==> config.mk <==
export PLATFORM = sky130hd
export DESIGN_NAME = lsu_mem_master
export DESIGN_NICKNAME = d
export VERILOG_FILES = /design/src/rtl/lsu_pkg.sv /design/src/rtl/lsu_load_align.sv /design/src/rtl/lsu_mem_master.sv
export SDC_FILE = /design/constraint.sdc
export NUM_CORES = 1
export LEC_CHECK = 0
export ABC_AREA = 1
export BUFFER_PORTS_ARGS = -buffer_cell sky130_fd_sc_hd__buf_2
export CAP_MARGIN = 20
export CORE_MARGIN = 3
export CORE_UTILIZATION = 44
export DETAILED_ROUTE_END_ITERATION = 7
export PLACE_DENSITY = 0.73
export SLEW_MARGIN = 20
export SYNTH_ARGS = -nofsm -noshare
export SYNTH_HDL_FRONTEND = slang
export SYNTH_HIERARCHICAL = 1
export SYNTH_SLANG_ARGS = --single-unit
export TNS_END_PERCENT = 5
==> constraint.sdc <==
create_clock -name clk -period 1.5 [get_ports clk]
set_input_delay 0.225 -clock clk [delete_from_list [all_inputs] [get_ports clk]]
set_output_delay 0.225 -clock clk [all_outputs]
set_load 0.01 [all_outputs]
==> src/rtl/lsu_pkg.sv <==
// Shared definitions for the load/store memory master: RV32I funct3 codes,
// FSM state encoding and the store byte-lane strobe helper.
package lsu_pkg;

    localparam logic [2:0] F3_LB  = 3'b000;
    localparam logic [2:0] F3_LH  = 3'b001;
    localparam logic [2:0] F3_LW  = 3'b010;
    localparam logic [2:0] F3_LBU = 3'b100;
    localparam logic [2:0] F3_LHU = 3'b101;
    localparam logic [2:0] F3_SB  = 3'b000;
    localparam logic [2:0] F3_SH  = 3'b001;
    localparam logic [2:0] F3_SW  = 3'b010;

    typedef enum logic [1:0] {IDLE, ISSUE, WAIT, RESP} state_t;

    // Only legal store funct3 values reach this; anything else yields no lanes.
    function automatic logic [3:0] lane_strb(input logic [2:0] funct3, input logic [1:0] offset);
        case (funct3)
            F3_SB:   lane_strb = 4'(4'b0001 << offset);
            F3_SH:   lane_strb = offset[1] ? 4'b1100 : 4'b0011;
            F3_SW:   lane_strb = 4'b1111;
            default: lane_strb = 4'b0000;
        endcase
    endfunction

endpackage

==> src/rtl/lsu_load_align.sv <==
// Combinational load aligner: picks the addressed byte/half of a RAM word and
// sign- or zero-extends it according to the RV32I load funct3.
module lsu_load_align
    import lsu_pkg::*;
(
    input  logic [31:0] mem_dout,
    input  logic [2:0]  funct3,
    input  logic [1:0]  offset,
    output logic [31:0] rdata
);

    logic [7:0]  byte_sel;
    logic [15:0] half_sel;

    // NOTE: every signal written here gets a value on every path, so no latch is inferred.
    always_comb begin
        case (offset)
            2'd0:    byte_sel = mem_dout[7:0];
            2'd1:    byte_sel = mem_dout[15:8];
            2'd2:    byte_sel = mem_dout[23:16];
            default: byte_sel = mem_dout[31:24];
        endcase
        half_sel = offset[1] ? mem_dout[31:16] : mem_dout[15:0];

        case (funct3)
            F3_LB:   rdata = {{24{byte_sel[7]}}, byte_sel};
            F3_LBU:  rdata = {24'h0, byte_sel};
            F3_LH:   rdata = {{16{half_sel[15]}}, half_sel};
            F3_LHU:  rdata = {16'h0, half_sel};
            default: rdata = mem_dout;
        endcase
    end

endmodule

==> src/rtl/lsu_mem_master.sv <==
// RV32I load/store initiator for the word-addressed system RAM: faults bad
// requests, drives one bus cycle, waits out the read latency, returns data.
module lsu_mem_master
    import lsu_pkg::*;
#(
    parameter int AW          = 10,
    parameter bit CHECK_RANGE = 1'b1
) (
    input  logic          clk,
    input  logic          resetn,
    input  logic          req_valid,
    output logic          req_ready,
    input  logic          req_we,
    input  logic [2:0]    req_funct3,
    input  logic [31:0]   req_addr,
    input  logic [31:0]   req_wdata,
    output logic          rsp_valid,
    output logic [31:0]   rsp_rdata,
    output logic          rsp_fault,
    output logic          mem_we,
    output logic [AW-1:0] mem_addr,
    output logic [31:0]   mem_din,
    output logic [3:0]    mem_wstrb,
    input  logic [31:0]   mem_dout
);

    state_t      state, next_state;
    logic [2:0]  cap_funct3;
    logic [1:0]  cap_off;
    logic        cap_we;
    logic        accept, range_fault, op_fault, req_fault, issue_store;
    logic [31:0] load_data;

    logic          d_req_ready, d_rsp_valid, d_rsp_fault, d_mem_we;
    logic [31:0]   d_rsp_rdata, d_mem_din;
    logic [AW-1:0] d_mem_addr;
    logic [3:0]    d_mem_wstrb;

    // req_ready is high only in IDLE, so accept implies state == IDLE.
    assign accept = req_valid && req_ready;

    generate
        if (CHECK_RANGE && AW < 30) begin : g_range
            assign range_fault = |req_addr[31:AW+2];
        end else begin : g_no_range
            assign range_fault = 1'b0;
        end
    endgenerate

    always_comb begin
        if (req_we) op_fault = (req_funct3 > F3_SW);
        else        op_fault = (req_funct3 == 3'b011) || (req_funct3[2:1] == 2'b11);
        case (req_funct3[1:0])
            2'b01:   if (req_addr[0])           op_fault = 1'b1;
            2'b10:   if (req_addr[1:0] != 2'b00) op_fault = 1'b1;
            default: ;
        endcase
    end

    assign req_fault   = op_fault || range_fault;
    assign issue_store = accept && !req_fault && req_we;

    lsu_load_align u_align (
        .mem_dout (mem_dout),
        .funct3   (cap_funct3),
        .offset   (cap_off),
        .rdata    (load_data)
    );

    always_comb begin
        next_state = state;
        case (state)
            IDLE:    if (accept) next_state = req_fault ? RESP : ISSUE;
            ISSUE:   next_state = cap_we ? RESP : WAIT;
            WAIT:    next_state = RESP;
            default: next_state = IDLE;
        endcase
    end

    // Next values of the registered outputs; the bus holds address/data between accesses.
    always_comb begin
        d_req_ready = (next_state == IDLE);
        d_rsp_valid = (next_state == RESP);
        d_rsp_fault = accept && req_fault;
        d_rsp_rdata = (state == WAIT) ? load_data : 32'h0;
        d_mem_we    = issue_store;
        d_mem_wstrb = issue_store ? lane_strb(req_funct3, req_addr[1:0]) : 4'b0000;
        d_mem_addr  = (accept && !req_fault) ? req_addr[AW+1:2] : mem_addr;
        d_mem_din   = mem_din;
        if (issue_store) begin
            case (req_funct3[1:0])
                2'b00:   d_mem_din = {4{req_wdata[7:0]}};
                2'b01:   d_mem_din = {2{req_wdata[15:0]}};
                default: d_mem_din = req_wdata;
            endcase
        end
    end

    // NOTE: state and output registers use non-blocking assignments so all update together at the edge.
    always_ff @(posedge clk) begin
        if (!resetn) begin
            state      <= IDLE;
            req_ready  <= 1'b1;
            rsp_valid  <= 1'b0;
            rsp_fault  <= 1'b0;
            rsp_rdata  <= 32'h0;
            mem_we     <= 1'b0;
            mem_addr   <= '0;
            mem_din    <= 32'h0;
            mem_wstrb  <= 4'b0000;
            cap_funct3 <= 3'b000;
            cap_off    <= 2'b00;
            cap_we     <= 1'b0;
        end else begin
            state     <= next_state;
            req_ready <= d_req_ready;
            rsp_valid <= d_rsp_valid;
            rsp_fault <= d_rsp_fault;
            rsp_rdata <= d_rsp_rdata;
            mem_we    <= d_mem_we;
            mem_addr  <= d_mem_addr;
            mem_din   <= d_mem_din;
            mem_wstrb <= d_mem_wstrb;
            if (accept) begin
                cap_funct3 <= req_funct3;
                cap_off    <= req_addr[1:0];
                cap_we     <= req_we;
            end
        end
    end

endmodule

==> results_dict.tcl, run 1 <==
set metrics [dict create \
    worstPathArrival_ns 1.60 \
    ys_seq_area_share_pct 38.90 \
    cts.sinks 90 \
    setup_ws_ns 0.1509 \
    finalCriticalPeriod_ns 1.349 \
    ys_seq_elements 90 \
    final_common_cell "nand2_1" \
    cp_top_family "simple AND/OR/NAND/NOR gates" \
    vias_per_cell 4.716 \
    intPower_mw 4.433 \
    synth_ff_type "dfxtp_1" \
    crit_path_end_kind "flop" \
    hold_buffers 0 \
    cts_max_level 3 \
    drcViolationCount 0 \
    io_pins 185 \
    stdcell_count 1064 \
    fmax_mhz 741.3 \
    r2r_setup_slack_ns 0.15 \
    syn_area_sq_mm 0.004632 \
    cp_max_fo 12 \
    syn2layout_area_growth_pct 31.33 \
    critPathKind "flop to flop" \
    grt_use_total_pct 22.17 \
    power_frac_clock_pct 27.5 \
    final_max_slew_viol_count 0 \
    setup_viol 0 \
    cts_tree "yes" \
    maxCapViolations 0 \
    grt_pass1_wl_microns 20890 \
    clk_latency_ns 0.36 \
    path_buf_inv 1 \
    nets 1038 \
    cts_resized 0 \
    p_switching_mw 2.294 \
    finClkSkew_ns 0.007091 \
    cp_slowest_cell "dfxtp_1" \
    drt_iter0_drc 303 \
    hold_class "input port to flop" \
    post-cts-setup-buffers 0 \
    postLayoutCellArea_sq_mm 0.006083 \
    ant_nets 0 \
    hpwl_microns 9748 \
    outcome "completed" \
    dieArea_sq_mm 0.01179 \
    drive_gt1_share_pct 28.03 \
    seqPwrFrac_pct 40.2 \
    worstMarginPinSlew_ns 0.3692 \
    p_leak_nw 3.486 \
    rows 36 \
    place.gp.congestion 0.8709 \
    core_region_area_sq_mm 0.01000 \
    switching_share_pct 34.10 \
    layout_common_cells "nand2_1, buf_2, nor2_1" \
    max_stage_delay_ns 0.45 \
    max-vdd-ir-drop_mv 0.4988 \
    fill_cells 984 \
    async_flop_share_pct 0 \
    overflow 0 \
    start_kind "flop" \
    rsz0062_at_grt "no" \
    power_density_mw_per_mm2 1106 \
    cp_cell_sequence "nand2_2 -> or2_1 -> nand3_4 -> nand3_1 -> inv_1 -> nor2_1" \
    die_h_microns 108.6 \
    grt_max_degree 39 \
    combPwrFrac_pct 32.4 \
    netlist_instances 726 \
    portBuffers 184 \
    cts_root_buf "clkbuf_8" \
    grt_pass1_vias 4569 \
    synth_edf_count 0 \
    place_ws_ns -0.1316 \
    syn_area_per_cell_sq_um 6.380 \
    initial_core_util_pct 46.32 \
    numCtsBuffers 9 \
    wl_per_cell_microns 12.10 \
    cts_buffer_depth 2 \
    drt_wl_total_microns 12870 \
    relSlewSlack_pct 75.39 \
    firstDrtPassIters 5 \
    crit_required_ns 1.75 \
    clk_pin_slew_ns 0.09 \
    finalHoldViolCount 0 \
    numPlacedInstances 1048 \
    dpl_cell_area_sq_mm 0.005834 \
    die_x_microns 108.6 \
    antenna_found_initial 1 \
    n_antenna_cell 0 \
    final_util_pct 60.84 \
    vias 5018 \
    period_share_pct 89.94 \
    synth_cell_types 30 \
    synth_nets 837 \
    yosysWarnings 6 \
]
-- worst min-delay path: stages --
cell and delay [ns]:
buf_2 0.09, nor2_1 0.04, nor2_1 0.08
-- registers in the layout (all words and copies together) (netlist names) --
register / cells
mem_din: 32
rsp_rdata: 32
mem_addr: 10
mem_wstrb: 4
cap_funct3: 3
cap_off: 2
state: 2
cap_we: 1
mem_we: 1
req_ready: 1
rsp_fault: 1
rsp_valid: 1
-- cells in the mapped netlist (5+ instances only) --
master | count | area [sq um]
o21ai_0 | 41 | 205.2
a21oi_1 | 19 | 95.09
inv_1 | 104 | 390.4
buf_6 | 8 | 90.09
nand2_1 | 192 | 720.7
o22ai_1 | 8 | 50.05
nor2_1 | 143 | 536.8
buf_2 | 9 | 45.04
nand4_1 | 11 | 68.82
clkbuf_1 | 16 | 60.06
ha_1 | 8 | 100.1
nand3_2 | 5 | 50.05
nand3_1 | 41 | 205.2
dfxtp_1 | 90 | 1802
-- metrics by stage --
stage          total power, mW  TNS, ns  hold WS [ns]
6_report                 6.727        0       0.09910
5_1_grt                  7.221        0        0.1120
4_1_cts                  6.742        0       0.08314
3_5_place_dp             4.888   -4.440        0.4509
3_3_place_gp             4.873   -2.816        0.4473
2_1_floorplan            4.185        0        0.3599
-- metal layers --
metal / GRT usage, % / wire length, microns / vias up
li1: - / - / 2625
met4: 9.558 / 362 / 2
met3: 5.254 / 1157 / 28
met5: 0 / 7 / -
met1: 28.69 / 5539 / 2170
met2: 35.22 / 5806 / 193
-- area by class of cell --
| type | instances | area (sq um) | area share [%] |
|---|---|---|---|
| inverter | 110 | 412.9 | 6.787 |
| tap | 133 | 166.4 | 2.736 |
| timing repair buffer | 223 | 1239 | 20.36 |
| multi-input combinational | 493 | 2247 | 36.94 |
| sequential | 90 | 1803 | 29.64 |
| clock buffer | 11 | 141.4 | 2.324 |
| clock inverter | 4 | 73.82 | 1.213 |
-- power by group through the flow --
stage | Sequential (mW) | Clock, mW | Combinational (mW)
after floorplan | 2.81 | 0 | 1.37
after global placement | 2.76 | 0 | 2.12
after detailed placement | 2.76 | 0 | 2.13
after CTS | 2.70 | 1.90 | 2.14
after global routing | 2.74 | 1.99 | 2.49
final | 2.70 | 1.85 | 2.18
-- path summary, 6_finish.rpt --
check,startpoint,endpoint,cells after the start
worst max-delay path,cap_off[0]$_SDFFE_PN0P_,rsp_rdata[28]$_SDFF_PN0_,6
worst min register to register,mem_addr[5]$_SDFFE_PN0P_,mem_addr[5]$_SDFFE_PN0P_,2
worst max register to register,cap_off[0]$_SDFFE_PN0P_,rsp_rdata[28]$_SDFF_PN0_,6
worst min-delay path,req_wdata[3],mem_din[3]$_SDFFE_PN0P_,3
-- logic make-up after synthesis --
group | Yosys count | share of synthesized area, %
flip-flops | 90 | 38.90
buffers and inverters | 144 | 13.29
adder cells (fa/ha/maj) | 8 | 2.161
AO/OA/AOI/OAI | 80 | 9.400
AND/OR/NAND/NOR | 404 | 36.25
(Power assumes the default switching activity.)
==> run 2, diff against run 1 <==
Settings changed: CAP_MARGIN 20 to 10, CTS_BUF_LIST set to sky130_fd_sc_hd__clkbuf_4.
Clock period 1.5 ns to 1.25 ns, I/O delays scaled along.
==> results_dict.tcl, run 2 (synthesis gave the netlist of run 1 again) <==
set metrics [dict create \
    outcome "finished with violations" \
    violations "negative setup slack" \
    route.met3.wl_microns 1171 \
    max_stage_delay_ns 0.39 \
    start_kind "flop" \
    overflow 0 \
    drt-met1-wl_microns 5618 \
    final_common_cell "nand2_1" \
    ant_nets 0 \
    setup_ws_ns -0.1068 \
    final_max_slew_viol_count 0 \
    clk_latency_ns 0.45 \
    cp_top_family "simple AND/OR/NAND/NOR gates" \
    drt_iter0_drc 263 \
    cp_slowest_cell "dfxtp_4" \
    numCtsBuffers 9 \
    worstPathArrival_ns 1.71 \
    crit_path_end_kind "flop" \
    finalCriticalPeriod_ns 1.357 \
    nets 1074 \
    period_share_pct 108.5 \
    cp_cell_sequence "buf_6 -> nand2_4 -> or2_4 -> nand3_4 -> clkbuf_16 -> nand3_1 -> inv_1 -> nor2_1" \
    grt_pass1_wl_microns 20960 \
    place_ws_ns -0.3344 \
    vias 5297 \
    totalPowerFinal_mw 8.001 \
    cts_buffer_depth 2 \
    io_pins 185 \
    grt_use_total_pct 22.43 \
    firstDrtPassIters 7 \
    die_x_microns 108.6 \
    drcViolationCount 0 \
    rsz0062_at_grt "yes" \
    vias_per_cell 4.811 \
    numPlacedInstances 1062 \
    clk_pin_slew_ns 0.15 \
    fmax_mhz 737.0 \
    core_region_area_sq_mm 0.01000 \
    critPathKind "flop to flop" \
    p_leak_nw 3.715 \
    crit_required_ns 1.61 \
    stdcell_count 1101 \
    finalHoldViolCount 0 \
    dieArea_sq_mm 0.01179 \
    top_layer_used "met4" \
    cts_max_level 3 \
    finClkSkew_ns 0.02025 \
    die_h_microns 108.6 \
    max-vdd-ir-drop_mv 0.6653 \
    path_buf_inv 3 \
    reg_top3 "mem_din (32), rsp_rdata (32), mem_addr (10)" \
    setup_viol 26 \
    place.gp.congestion 0.9340 \
    relSlewSlack_pct 75.28 \
    whs_ns 0.03587 \
    antenna_found_initial 0 \
    rows 36 \
    cts_tree "yes" \
    drt_wl_total_microns 13820 \
    grt_pass1_vias 4645 \
    cp_max_fo 6 \
    worstMarginPinSlew_ns 0.3708 \
    layout_common_cells "nand2_1, buf_2, nor2_1" \
    grt_max_degree 65 \
    initial_core_util_pct 46.32 \
    drive_gt1_share_pct 33.57 \
    hpwl_microns 10190 \
    wl_per_cell_microns 12.55 \
    syn2layout_area_growth_pct 41.84 \
    wl_met2_microns 6765 \
    power_density_mw_per_mm2 1218 \
    n_antenna_cell 0 \
    hold_class "input port to flop" \
    cts_root_buf "clkbuf_4" \
    maxCapViolations 0 \
    portBuffers 184 \
    cts.sinks 90 \
]
-- run 2: changes by cell type in the layout (fill, tap and decap cells not counted), moves of 9 or more --
cell	before	now
nand3_2	4	20
nand3_1	41	23
buf_4	37	46
clkbuf_4	0	10
inv_1	104	94
dlygate4sd3_1	0	17
clkbuf_8	10	0
-- run 2: cell type report --
class                           instances  area [sq um]
Fill cell                             928          3430
Sequential cell                        90          1817
Clock buffer                           10         75.07
Inverter                              110         430.4
Clock inverter                          6         41.29
Timing Repair Buffer                  260          1632
Tap cell                              133         166.4
Multi-Input combinational cell        492          2409
-- run 2: repair_timing --
item | CTS | global route
pin swaps | 0 | 24
setup endpoints to repair | 69 | 77
gates cloned | 1 | 1
setup buffers | 2 | 2
hold buffers | 16 | 1
hold endpoints to repair | 16 | 1
resized for setup | 17 | 51
-- run 2: where the power goes --
part	switching (mW)	leakage, nW	internal (mW)
clock	1.03	0.0608	0.436
combinational	1.82	2.92	1.44
sequential	0.137	0.731	3.13
-- run 2: through the flow --
step,cell area (sq um),TNS [ns],utilization [%]
6_report,6570,-1.515,65.70
2_1_floorplan,4710,-0.5959,-
4_1_cts,6345,-0.3150,63.45
3_3_place_gp,6023,-13.11,60.24
3_5_place_dp,6023,-15.07,60.24
5_1_grt,6570,-4.258,65.70
-- run 2: worst register-to-register path, delay by kind of cell (launching register included) --
kind / cells / cell delay (ns)
flops: 1 / 0.39
buf+inv: 3 / 0.35
simple gates: 5 / 0.54
-- run 2: final timing paths --
path / startpoint / end / slack (ns) / cells after the start
setup / recovery: cap_off[0]$_SDFFE_PN0P_ / rsp_rdata[25]$_SDFF_PN0_ / -0.11 / 8
hold reg to reg: mem_addr[6]$_SDFFE_PN0P_ / mem_addr[6]$_SDFFE_PN0P_ / 0.47 / 2
setup reg to reg: cap_off[0]$_SDFFE_PN0P_ / rsp_rdata[25]$_SDFF_PN0_ / -0.11 / 8
hold / removal: req_addr[2] / mem_addr[0]$_SDFFE_PN0P_ / 0.04 / 3
-- run 2: layer usage --
| layer | vias up | global-route usage [%] |
|---|---|---|
| li1 | 2697 | - |
| met1 | 2362 | 26.29 |
| met2 | 212 | 40.07 |
| met3 | 26 | 5.075 |
| met4 | 0 | 7.665 |
| met5 | - | 0 |
==> run 3, diff against run 2 <==
--- a/config.mk
+++ b/config.mk
@@ -14,3 +14,3 @@
 export DETAILED_ROUTE_END_ITERATION = 7
-export PLACE_DENSITY = 0.73
+export PLACE_DENSITY = 0.74
 export SLEW_MARGIN = 20
@@ -18,3 +18,2 @@
 export SYNTH_HDL_FRONTEND = slang
-export SYNTH_HIERARCHICAL = 1
 export SYNTH_SLANG_ARGS = --single-unit
==> constraint.sdc (replaced) <==
create_clock -name clk -period 1.25 [get_ports clk]
set_input_delay 0.0625 -clock clk [delete_from_list [all_inputs] [get_ports clk]]
set_output_delay 0.0625 -clock clk [all_outputs]
set_load 0.01 [all_outputs]
==> results_dict.tcl, run 3 <==
set metrics [dict create \
    async_flop_share_pct 0 \
    cp_slowest_cell "dfxtp_4" \
    critPathKind "flop to flop" \
    final_util_pct 70.13 \
    clk_pin_slew_ns 0.15 \
    firstDrtPassIters 5 \
    clk_latency_ns 0.45 \
    synth_top_family_by_area "simple AND/OR/NAND/NOR gates" \
    start_kind "flop" \
    cts_buffer_depth 2 \
    cts_tree "yes" \
    synth_xor_area_share_pct 0 \
    die_x_microns 104.6 \
    period_share_pct 103.7 \
    die_h_microns 104.6 \
    combPwrFrac_pct 34.9 \
    dpl_cell_area_sq_mm 0.005624 \
    ys_seq_area_share_pct 42.08 \
    io_pins 185 \
    max-vdd-ir-drop_mv 0.5499 \
    synthSimpleGateAreaFrac_pct 29.43 \
    setup_viol 18 \
    synthTopCellsByCount "nand2_1, nor2_1, dfxtp_1" \
    totalPowerFinal_mw 7.557 \
    grt_use_met2_pct 44.65 \
    ys_seq_elements 90 \
    final_max_slew_viol_count 0 \
    wl_per_cell_microns 13.55 \
    finClkSkew_ns 0.01415 \
    initial_core_util_pct 45.90 \
    syn_area_sq_mm 0.004282 \
    synth_most_common_cell "nand2_1" \
    synth_fa_ha_area_share_pct 2.338 \
    portBuffers 184 \
    synth_compound_area_share_pct 12.77 \
    place.gp.congestion 0.9044 \
    whs_ns 0.02109 \
    grt_pass1_wl_microns 23520 \
    p_leak_nw 3.564 \
    reg_top3 "mem_din (32), rsp_rdata (32), mem_addr (10)" \
    vias 5134 \
    synth.top_cell.area_share_pct 42.08 \
    synth_nets 752 \
    crit_required_ns 1.60 \
    cts_max_level 3 \
    power_frac_clock_pct 21.7 \
    fmax_mhz 771.3 \
    cts_root_buf "clkbuf_4" \
    syn_area_per_cell_sq_um 6.680 \
    cp_cell_sequence "nor2_1 -> nor2_2 -> o2111ai_4 -> buf_12 -> nand3_1 -> nand2_1 -> inv_1" \
    antenna_found_initial 0 \
    vias_per_cell 4.885 \
    gr-usage-met3_pct 5.374 \
    ant_nets 0 \
    core_region_area_sq_mm 0.009328 \
    synth_largest_area_cell "dfxtp_1" \
    numCtsBuffers 9 \
    grt_max_degree 43 \
    netlist_instances 641 \
    setup_ws_ns -0.04653 \
    post-cts-setup-buffers 0 \
    hold_class "input port to flop" \
    drt_iter0_drc 293 \
    synth_mux_area_share_pct 0.9351 \
    worstPathArrival_ns 1.65 \
    yosysWarnings 0 \
    grt_busiest_layer "met2" \
    synth_cell_types 34 \
    finalHoldViolCount 0 \
    worstMarginPinSlew_ns 0.3776 \
    max_stage_delay_ns 0.39 \
    drive_gt1_share_pct 30.80 \
    overflow 0 \
    grt_pass1_vias 5025 \
    hpwl_microns 9825 \
    cp_max_fo 16 \
    rsz0062_at_grt "yes" \
    rows 35 \
    intPower_mw 4.935 \
    outcome "finished with violations" \
    drcViolationCount 0 \
    n_antenna_cell 0 \
    relSlewSlack_pct 74.83 \
    grt_use_met1_pct 31.54 \
    synth_edf_count 0 \
    maxCapViolations 0 \
    nets 1028 \
    layout_common_cells "buf_2, nand2_1, nor2_1" \
    p_switching_mw 2.621 \
    cts.sinks 90 \
    final_common_cell "buf_2" \
    crit_path_end_kind "flop" \
    drt_wl_total_microns 14240 \
    power_density_mw_per_mm2 1155 \
    finalCriticalPeriod_ns 1.297 \
    grt_use_total_pct 25.91 \
    violations "negative setup slack" \
    synth_ff_type "dfxtp_1" \
    switching_share_pct 34.69 \
    synthTopCellsByArea "dfxtp_1, nand2_1, nor2_1, inv_1, o21ai_0" \
    dieArea_sq_mm 0.01095 \
    syn2layout_area_growth_pct 52.78 \
    seqPwrFrac_pct 43.5 \
    postLayoutCellArea_sq_mm 0.006541 \
]
[run 3: per-layer routing]
layer | vias up | share of wire [%]
met2 | 257 | 48
met4 | 0 | 3.6
li1 | 2548 | -
met1 | 2284 | 41
met5 | - | 0
met3 | 45 | 7.6
[run 3: logic make-up after synthesis]
logic type	after synthesis
AO/OA/AOI/OAI	100
adder cells (fa/ha/maj)	8
buffers and inverters	127
flip-flops	90
multiplexers	4
AND/OR/NAND/NOR	312
[run 3: final timing paths]
check                                 from                        to  slack [ns]  cells past startpoint
hold reg to reg   mem_addr[1]$_SDFFE_PN0P_  mem_addr[1]$_SDFFE_PN0P_        0.47                      2
setup reg to reg   cap_off[1]$_SDFFE_PN0P_  rsp_rdata[18]$_SDFF_PN0_       -0.05                      7
hold / removal               req_wdata[16]  mem_din[16]$_SDFFE_PN0P_        0.02                      5
setup / recovery   cap_off[1]$_SDFFE_PN0P_  rsp_rdata[18]$_SDFF_PN0_       -0.05                      7
[run 3: repair_timing]
action                                  CTS  global route
gates resized for setup                  14            27
hold endpoints to repair                 68             0
endpoints found under the setup margin   75            79
hold buffers                             67             0
pin swaps                                 1             1
[run 3: worst max-delay path: cells and delay by family (launching register included)]
kind,cells,cell delay [ns]
DFF,1,0.39
and+or+nand+nor,4,0.36
AOI/OAI and AO/OA,1,0.24
buffers and inverters,2,0.20
[run 3: final cells by class]
class | instances | area, sq um
Clock buffer | 9 | 67.56
Clock inverter | 7 | 66.31
Fill cell | 736 | 2786
Inverter | 96 | 370.4
Multi-Input combinational cell | 424 | 2079
Sequential cell | 90 | 1814
Tap cell | 129 | 161.4
Timing Repair Buffer | 296 | 1982
[run 3: through the flow]
step	worst slack (ns)	setup TNS (ns)	std cells
global route	-0.1402	-2.301	1051
finish	-0.04653	-0.3702	1051
detailed placement	-0.2609	-11.14	968
floorplan	-0.01401	-0.1315	641
global placement	-0.1573	-7.384	968
CTS	-0.03531	-0.3483	1051
[run 3: power groups by stage]
stage,sequential [mW],combinational [mW],clock (mW)
after floorplan,3.38,1.28,0
after global placement,3.29,2.23,0
after detailed placement,3.31,2.29,0
after CTS,3.25,2.50,1.68
after global routing,3.31,2.90,1.81
final,3.28,2.64,1.64
